$ cat config.mk
export PLATFORM = sky130hd
export DESIGN_NAME = mainbus_arbiter
export DESIGN_NICKNAME = d
export VERILOG_FILES = /design/src/rtl/mainbus_pkg.sv /design/src/rtl/mainbus_arbiter.sv
export SDC_FILE = /design/constraint.sdc
export NUM_CORES = 1
export LEC_CHECK = 0
export BUFFER_PORTS_ARGS = -buffer_cell sky130_fd_sc_hd__buf_2
export CAP_MARGIN = 30
export CORE_UTILIZATION = 24
export CTS_CLUSTER_DIAMETER = 50
export DETAILED_ROUTE_END_ITERATION = 7
export PLACE_DENSITY = 0.45
export SETUP_SLACK_MARGIN = 0.05
export SLEW_MARGIN = 15
export SYNTH_ARGS = -nofsm -noshare
export SYNTH_HDL_FRONTEND = slang
export SYNTH_SLANG_ARGS = --single-unit
$ cat constraint.sdc
create_clock -name clk -period 2.65 [get_ports clk]
set_input_delay 0.1325 -clock clk [delete_from_list [all_inputs] [get_ports clk]]
set_output_delay 0.1325 -clock clk [all_outputs]
set_load 0.03 [all_outputs]
$ cat src/rtl/mainbus_pkg.sv
// mainbus_pkg: shared main-bus definitions.
// Holds the requester vector type, the arbiter state encoding, the default
// burst / address-timeout constants and the round-robin pick helper used by
// mainbus_arbiter.
package mainbus_pkg;

    // Number of main-bus requesters.
    localparam int unsigned NUM_MASTERS = 2;

    // Default data-phase length and ADDR-state timeout (in clk cycles).
    localparam int unsigned DEFAULT_BURST_LEN    = 4;
    localparam int unsigned DEFAULT_ADDR_TIMEOUT = 4;

    typedef logic [NUM_MASTERS-1:0] req_vec_t;

    typedef enum logic [1:0] {
        IDLE = 2'd0,
        ADDR = 2'd1,
        DATA = 2'd2,
        TURN = 2'd3
    } arb_state_t;

    // Round-robin pick between two requesters. last_gnt is the index of the
    // requester granted most recently; on contention the other one wins.
    function automatic req_vec_t rr_pick(input req_vec_t req, input logic last_gnt);
        req_vec_t pick;
        unique case (req)
            2'b01:   pick = 2'b01;
            2'b10:   pick = 2'b10;
            2'b11:   pick = last_gnt ? 2'b01 : 2'b10;
            default: pick = 2'b00;
        endcase
        return pick;
    endfunction

endpackage

$ cat src/rtl/mainbus_arbiter.sv
// mainbus_arbiter: two-requester round-robin main-bus arbiter.
// Sequence per transaction: IDLE -> ADDR -> DATA (BURST_LEN beats) -> TURN,
// with ADDR abandoned to TURN after ADDR_TIMEOUT cycles without AddrValid.
// Ports:
//   clk        system clock, rising edge
//   resetH     asynchronous active-high reset
//   req[1:0]   request lines, req[i] high while requester i wants the bus
//   AddrValid  address strobe from the granted requester (used in ADDR only)
//   gnt[1:0]   registered grant, one-hot or zero, held through ADDR and DATA
//   busy       high whenever the arbiter is not IDLE
//   data_phase high in DATA
//   beat[2:0]  current data-beat index in DATA, 0 elsewhere
//   timeout    single-cycle pulse in the TURN cycle after an ADDR timeout
module mainbus_arbiter
    import mainbus_pkg::*;
#(
    parameter int unsigned BURST_LEN    = DEFAULT_BURST_LEN,
    parameter int unsigned ADDR_TIMEOUT = DEFAULT_ADDR_TIMEOUT
) (
    input  logic       clk,
    input  logic       resetH,
    input  logic [1:0] req,
    input  logic       AddrValid,
    output logic [1:0] gnt,
    output logic       busy,
    output logic       data_phase,
    output logic [2:0] beat,
    output logic       timeout
);

    localparam logic [2:0] BEAT_LAST = 3'(BURST_LEN - 1);
    localparam logic [3:0] TCNT_LAST = 4'(ADDR_TIMEOUT - 1);

    arb_state_t state;
    logic [3:0] tcnt;      // ADDR cycles seen without AddrValid
    logic       last_gnt;  // index of most recently granted requester
    req_vec_t   pick;

    assign pick = rr_pick(req, last_gnt);

    always_ff @(posedge clk or posedge resetH) begin
        if (resetH) begin
            state    <= IDLE;
            gnt      <= '0;
            beat     <= '0;
            timeout  <= 1'b0;
            tcnt     <= '0;
            // Pretend requester 1 went last so requester 0 is favoured.
            last_gnt <= 1'b1;
        end else begin
            timeout <= 1'b0;
            case (state)
                IDLE: begin
                    if (req != '0) begin
                        state    <= ADDR;
                        gnt      <= pick;
                        last_gnt <= pick[1];
                        tcnt     <= '0;
                    end
                end
                ADDR: begin
                    if (AddrValid) begin
                        state <= DATA;
                        beat  <= '0;
                    end else if (tcnt == TCNT_LAST) begin
                        state   <= TURN;
                        gnt     <= '0;
                        timeout <= 1'b1;
                    end else begin
                        tcnt <= tcnt + 4'd1;
                    end
                end
                DATA: begin
                    if (beat == BEAT_LAST) begin
                        state <= TURN;
                        gnt   <= '0;
                        beat  <= '0;
                    end else begin
                        beat <= beat + 3'd1;
                    end
                end
                TURN: begin
                    state <= IDLE;
                end
                default: begin
                    state <= IDLE;
                    gnt   <= '0;
                    beat  <= '0;
                end
            endcase
        end
    end

    // Decoded straight from the state register, so reset clears them at once.
    assign busy       = (state != IDLE);
    assign data_phase = (state == DATA);

    a_gnt_onehot0: assert property (@(posedge clk) disable iff (resetH) $onehot0(gnt))
        else $error("gnt has more than one bit set");
    a_beat_range: assert property (@(posedge clk) disable iff (resetH) beat <= BEAT_LAST)
        else $error("beat out of range");
    a_data_gnt: assert property (@(posedge clk) disable iff (resetH) data_phase |-> (gnt != '0))
        else $error("data_phase without grant");

endmodule

# Word-level counts from Yosys, hierarchy flattened
# Index checks and enable logic that the tools add are counted.
# word_totals
regBits	13
in_bits	5
wordCells	56
# op_classes
add_sub_neg	2
n_eq_ne	15
mux	22
reduce_logical	11
# ops
cell	count
2-bit 2-to-1 mux	9
4-bit 2-to-1 mux	3
2-bit case mux with 3 select lines	2
2-bit != test, second input constant	5
2-bit == test, second input constant	4
2-bit case mux with 4 select lines	1
4-bit case mux with 2 select lines	1
2-bit nonzero test	4
3-bit 2-to-1 mux	2
3-bit case mux with 2 select lines	1
5-bit AND reduction	1
4-bit by 1-bit adder with 4-bit output, second input constant	1
2-bit by 1-bit == test with 1-bit output, second input constant	2
4-bit by 2-bit == test with 1-bit output, second input constant	1
2-bit AND reduction	2
4-bit AND reduction	1
3-bit by 1-bit adder with 3-bit output, second input constant	1
3-bit by 2-bit == test with 1-bit output, second input constant	1
1-bit 2-to-1 mux	3
3-bit != test, second input constant	1
3-bit AND reduction	1
3-bit nonzero test	1
2-bit logical NOT	1
2-bit by 1-bit != test with 1-bit output, second input constant	1

# Longest topological paths before layout
# depth
ltp_word	4
ltp_mapped	7
ltp_nobuf	6

# Worst setup path before layout
# Ideal clock, no wire load.
# synth_path
kind	reg2reg
start	register tcnt[0]
end	register gnt[1]
setup_time_ns	0.125
t_arrival_ns	1.785
required_time_ns	2.525
slack_ns	0.740
path_stages_with_launch	6
path_cell_list	dfrtp_1 ha_1 or3b_1 clkbuf_2 a2111o_1 mux2_4
# synth_between
elab_chain_cells	3
# synth_lines
item	line_no	rtl
start: declaration	mainbus_arbiter.sv:35	logic [3:0] tcnt;
start signal: assignment	mainbus_arbiter.sv:70	tcnt <= tcnt + 4'd1;
4-bit by 2-bit == test with 1-bit output	mainbus_arbiter.sv:65	end else if (tcnt == TCNT_LAST) begin
2-bit != test (no line)	n/a	
5-bit AND reduction (no line)	n/a	
end signal: assignment	mainbus_arbiter.sv:56	gnt <= pick;
end: declaration	mainbus_arbiter.sv:24	output logic [1:0] gnt,
# Every way passes these cells.
# A chain may end at the register's enable or synchronous reset.

# Worst setup path after layout
# layout_path
start	register state[0]
end	register gnt[1]
# layout_between
elab_chain_cells	3
# layout_lines
item	line_no	rtl
start: declaration	mainbus_arbiter.sv:34	arb_state_t state;
start signal: assignment	mainbus_arbiter.sv:43	state <= IDLE;
start signal: assignment	mainbus_arbiter.sv:55	state <= ADDR;
start signal: assignment	mainbus_arbiter.sv:63	state <= DATA;
2-bit by 1-bit == test with 1-bit output (tied with other cells)	mainbus_arbiter.sv:52	case (state)
2-bit != test (no line) (tied with other cells)	n/a	
5-bit AND reduction (no line)	n/a	
# Parallel ways exist; a longest one is shown, timed or not.

==> impl_metrics.tcl <==
set metrics [dict create \
    grt_pass1_wl_um 2891 \
    placed_area_um2 870.8 \
    die_y_um 58.58 \
    worst_pin_slew_ns 0.5337 \
    max-clock-path-buffers 2 \
    hold_path.class "input pin to flip-flop" \
    syn-num-nets 89 \
    htreeDepth 1 \
    synth.top_cells.by_count "dfrtp_1, inv_1, ha_1, o21ai_0, nand2_1" \
    swShare 0.4595 \
    layout-drive-gt1-share 0.2151 \
    seqPwrFrac 0.318 \
    rsz0062_at_grt "false" \
    cts_tree "done" \
    drcViolationCount 2 \
    final_area_um2 907.1 \
    slew_headroom 0.6438 \
    synth_top_area_frac 0.3909 \
    clk_pin_slew_worst_paths_ns 0.09 \
    ant_nets 0 \
    synth_ff_type "dfrtp_1" \
    slew_viol_final 0 \
    place_ws_ns 0.6024 \
    yosysSeqAreaShare 0.4251 \
    numCtsBuffers 3 \
    multi_input_area_um2 391.6 \
    power.density_nw_per_um2 1119 \
    drt_iter0_drc 31 \
    syn-cell-area_um2 768.2 \
    async_flop_share 1.000 \
    cap_violations 0 \
    fin_crit_sh 0.7753 \
    die-area_um2 3431 \
    synthesis.yosys.warnings 0 \
    grtUsageTotal 0.1134 \
    antenna_cells 0 \
    wl_per_cell_um 11.73 \
    synth_top_cell_by_area "dfrtp_1" \
    floorplan.initialDensity 0.2516 \
    leakage_nw 0.4308 \
    grt_max_degree 14 \
    nets 105 \
    yosysMostFrequentCell "dfrtp_1" \
    setup_violations 0 \
    utilization 0.2971 \
    gp_congestion 0.6863 \
    crit_type "flip-flop to flip-flop" \
    grt_overflow 0 \
    cp.arrival_ns 2.22 \
    grt_pass1_vias 641 \
    fmax_ghz 0.4867 \
    fin_crit_ns 2.055 \
    final_hold_viol_count 0 \
    syn2layout_area_growth_pct 18.08 \
    cp-start-kind "flip-flop" \
    viasPerCell 4.482 \
    antenna_found_initial 0 \
    routed_wl_um 1607 \
    cts_setup_buffers 0 \
    setup_slack_ns 0.5954 \
    dr.pass1.iters 6 \
    rows 20 \
    endpoint_kind "flip-flop" \
    fin_tns_setup_ns 0 \
    fill_cells 355 \
    seqCellArea_um2 326.6 \
    ys_ff_latch 13 \
    num_vias 614 \
    dp_hpwl_um 1258 \
    p_int_mw 0.5486 \
    max-vdd-ir-drop_mv 0.2582 \
    cts-root-buf "clkbuf_4" \
    worstPathMaxFanout 8 \
    avgSynthCellArea_um2 9.849 \
    status "finished, violations left" \
    clock_latency_ns 0.27 \
    skew_ns 0.001274 \
    crit_required_ns 2.82 \
    io_pins 13 \
    clock-sinks 13 \
    port-buffer-count 12 \
    synth_edf_count 0 \
    clockPowerShare 0.126 \
    synth_cell_types 34 \
    switchingPower_mw 0.4664 \
    failed_checks "design-rule violations" \
    design.core.area_um2 3053 \
    synthCells 78 \
    comb_power_share 0.556 \
    synthTopCellsByArea "dfrtp_1, ha_1, inv_1" \
    die_x_um 58.58 \
]
==> power by group through the flow <==
stage	logic [mW]	registers [mW]	clock network, mW
3_5_place_dp	0.573	0.327	0
4_1_cts	0.574	0.324	0.132
6_report	0.565	0.323	0.127
3_3_place_gp	0.566	0.323	0
2_1_floorplan	0.401	0.364	0
5_1_grt	0.637	0.333	0.141
==> cell families (layout without fill, tap and decap cells) <==
family          after synthesis  in the layout  share of synthesized area
compound gates               24             24                     0.2199
fa+ha+maj                     6              6                    0.09772
buf+inv                      12             27                    0.06515
flops                        13             13                     0.4251
mux                           4              4                    0.05863
simple gates                 19             19                     0.1336
==> worst paths after layout <==
check	slack, ns	cells past startpoint	startpoint	endpoint
max in group asynchronous	1.86	3	resetH	last_gnt
hold reg to reg	0.51	1	beat[2]	beat[2]
min in group asynchronous	0.43	3	resetH	gnt[0]
setup reg to reg	0.60	6	state[0]	gnt[1]
hold / removal	0.08	2	req[0]	last_gnt
setup / recovery	0.60	6	state[0]	gnt[1]
==> cells in the final DEF, fill, tap and decap left out, types with 2 or more instances in the layout <==
cell type and count:
dfrtp_1 12, buf_2 12, inv_1 10, o21ai_0 6, ha_1 6, nand2_1 5, nand3_1 3, mux2i_1 3
a21oi_1 3, clkbuf_4 3, nor2b_1 2, nor2_1 2, a22o_1 2, a31oi_1 2
==> worst max-delay path, cell delays in order, from the launching register on <==
cell and delay [ns]:
dfrtp_1 0.43, inv_1 0.10, ha_1 0.31, or3b_2 0.50
nand2_1 0.13, a2111o_1 0.17, mux2_4 0.30
==> cell type report <==
| type | count | share of cell area |
|---|---|---|
| clock buffer | 4 | 0.02897 |
| inverter | 10 | 0.04138 |
| multi-input combinational | 53 | 0.4317 |
| sequential | 13 | 0.3600 |
| tap | 44 | 0.06069 |
| timing repair buffer | 13 | 0.07724 |
==> per-layer routing <==
metal / GRT usage / part of all wire
met1: 0.1356 / 0.45
met2: 0.1938 / 0.53
met3: 0.01319 / 0.014
met4: 0.07143 / 0
met5: 0 / 0
==> through the flow <==
| stage | std cells | total power [mW] | hold slack (ns) |
|---|---|---|---|
| 2_1_floorplan | 78 | 0.7646 | 0.008743 |
| 3_3_place_gp | 132 | 0.8890 | 0.2032 |
| 3_5_place_dp | 132 | 0.8999 | 0.2084 |
| 4_1_cts | 137 | 1.029 | 0.06918 |
| 5_1_grt | 137 | 1.112 | 0.08023 |
| 6_report | 137 | 1.015 | 0.07758 |
==> timing repair <==
action / in CTS / in global routing
hold buffers: 1 / 0
gates resized for setup: 0 / 0
endpoints found under the hold margin: 12 / 0
==> flip-flops by register name, indices dropped and copies added, names as in the netlist <==
register / count
gnt: 2
tcnt: 4
state: 2
last_gnt: 1
beat: 3
timeout: 1
(Power assumes the default switching activity.)
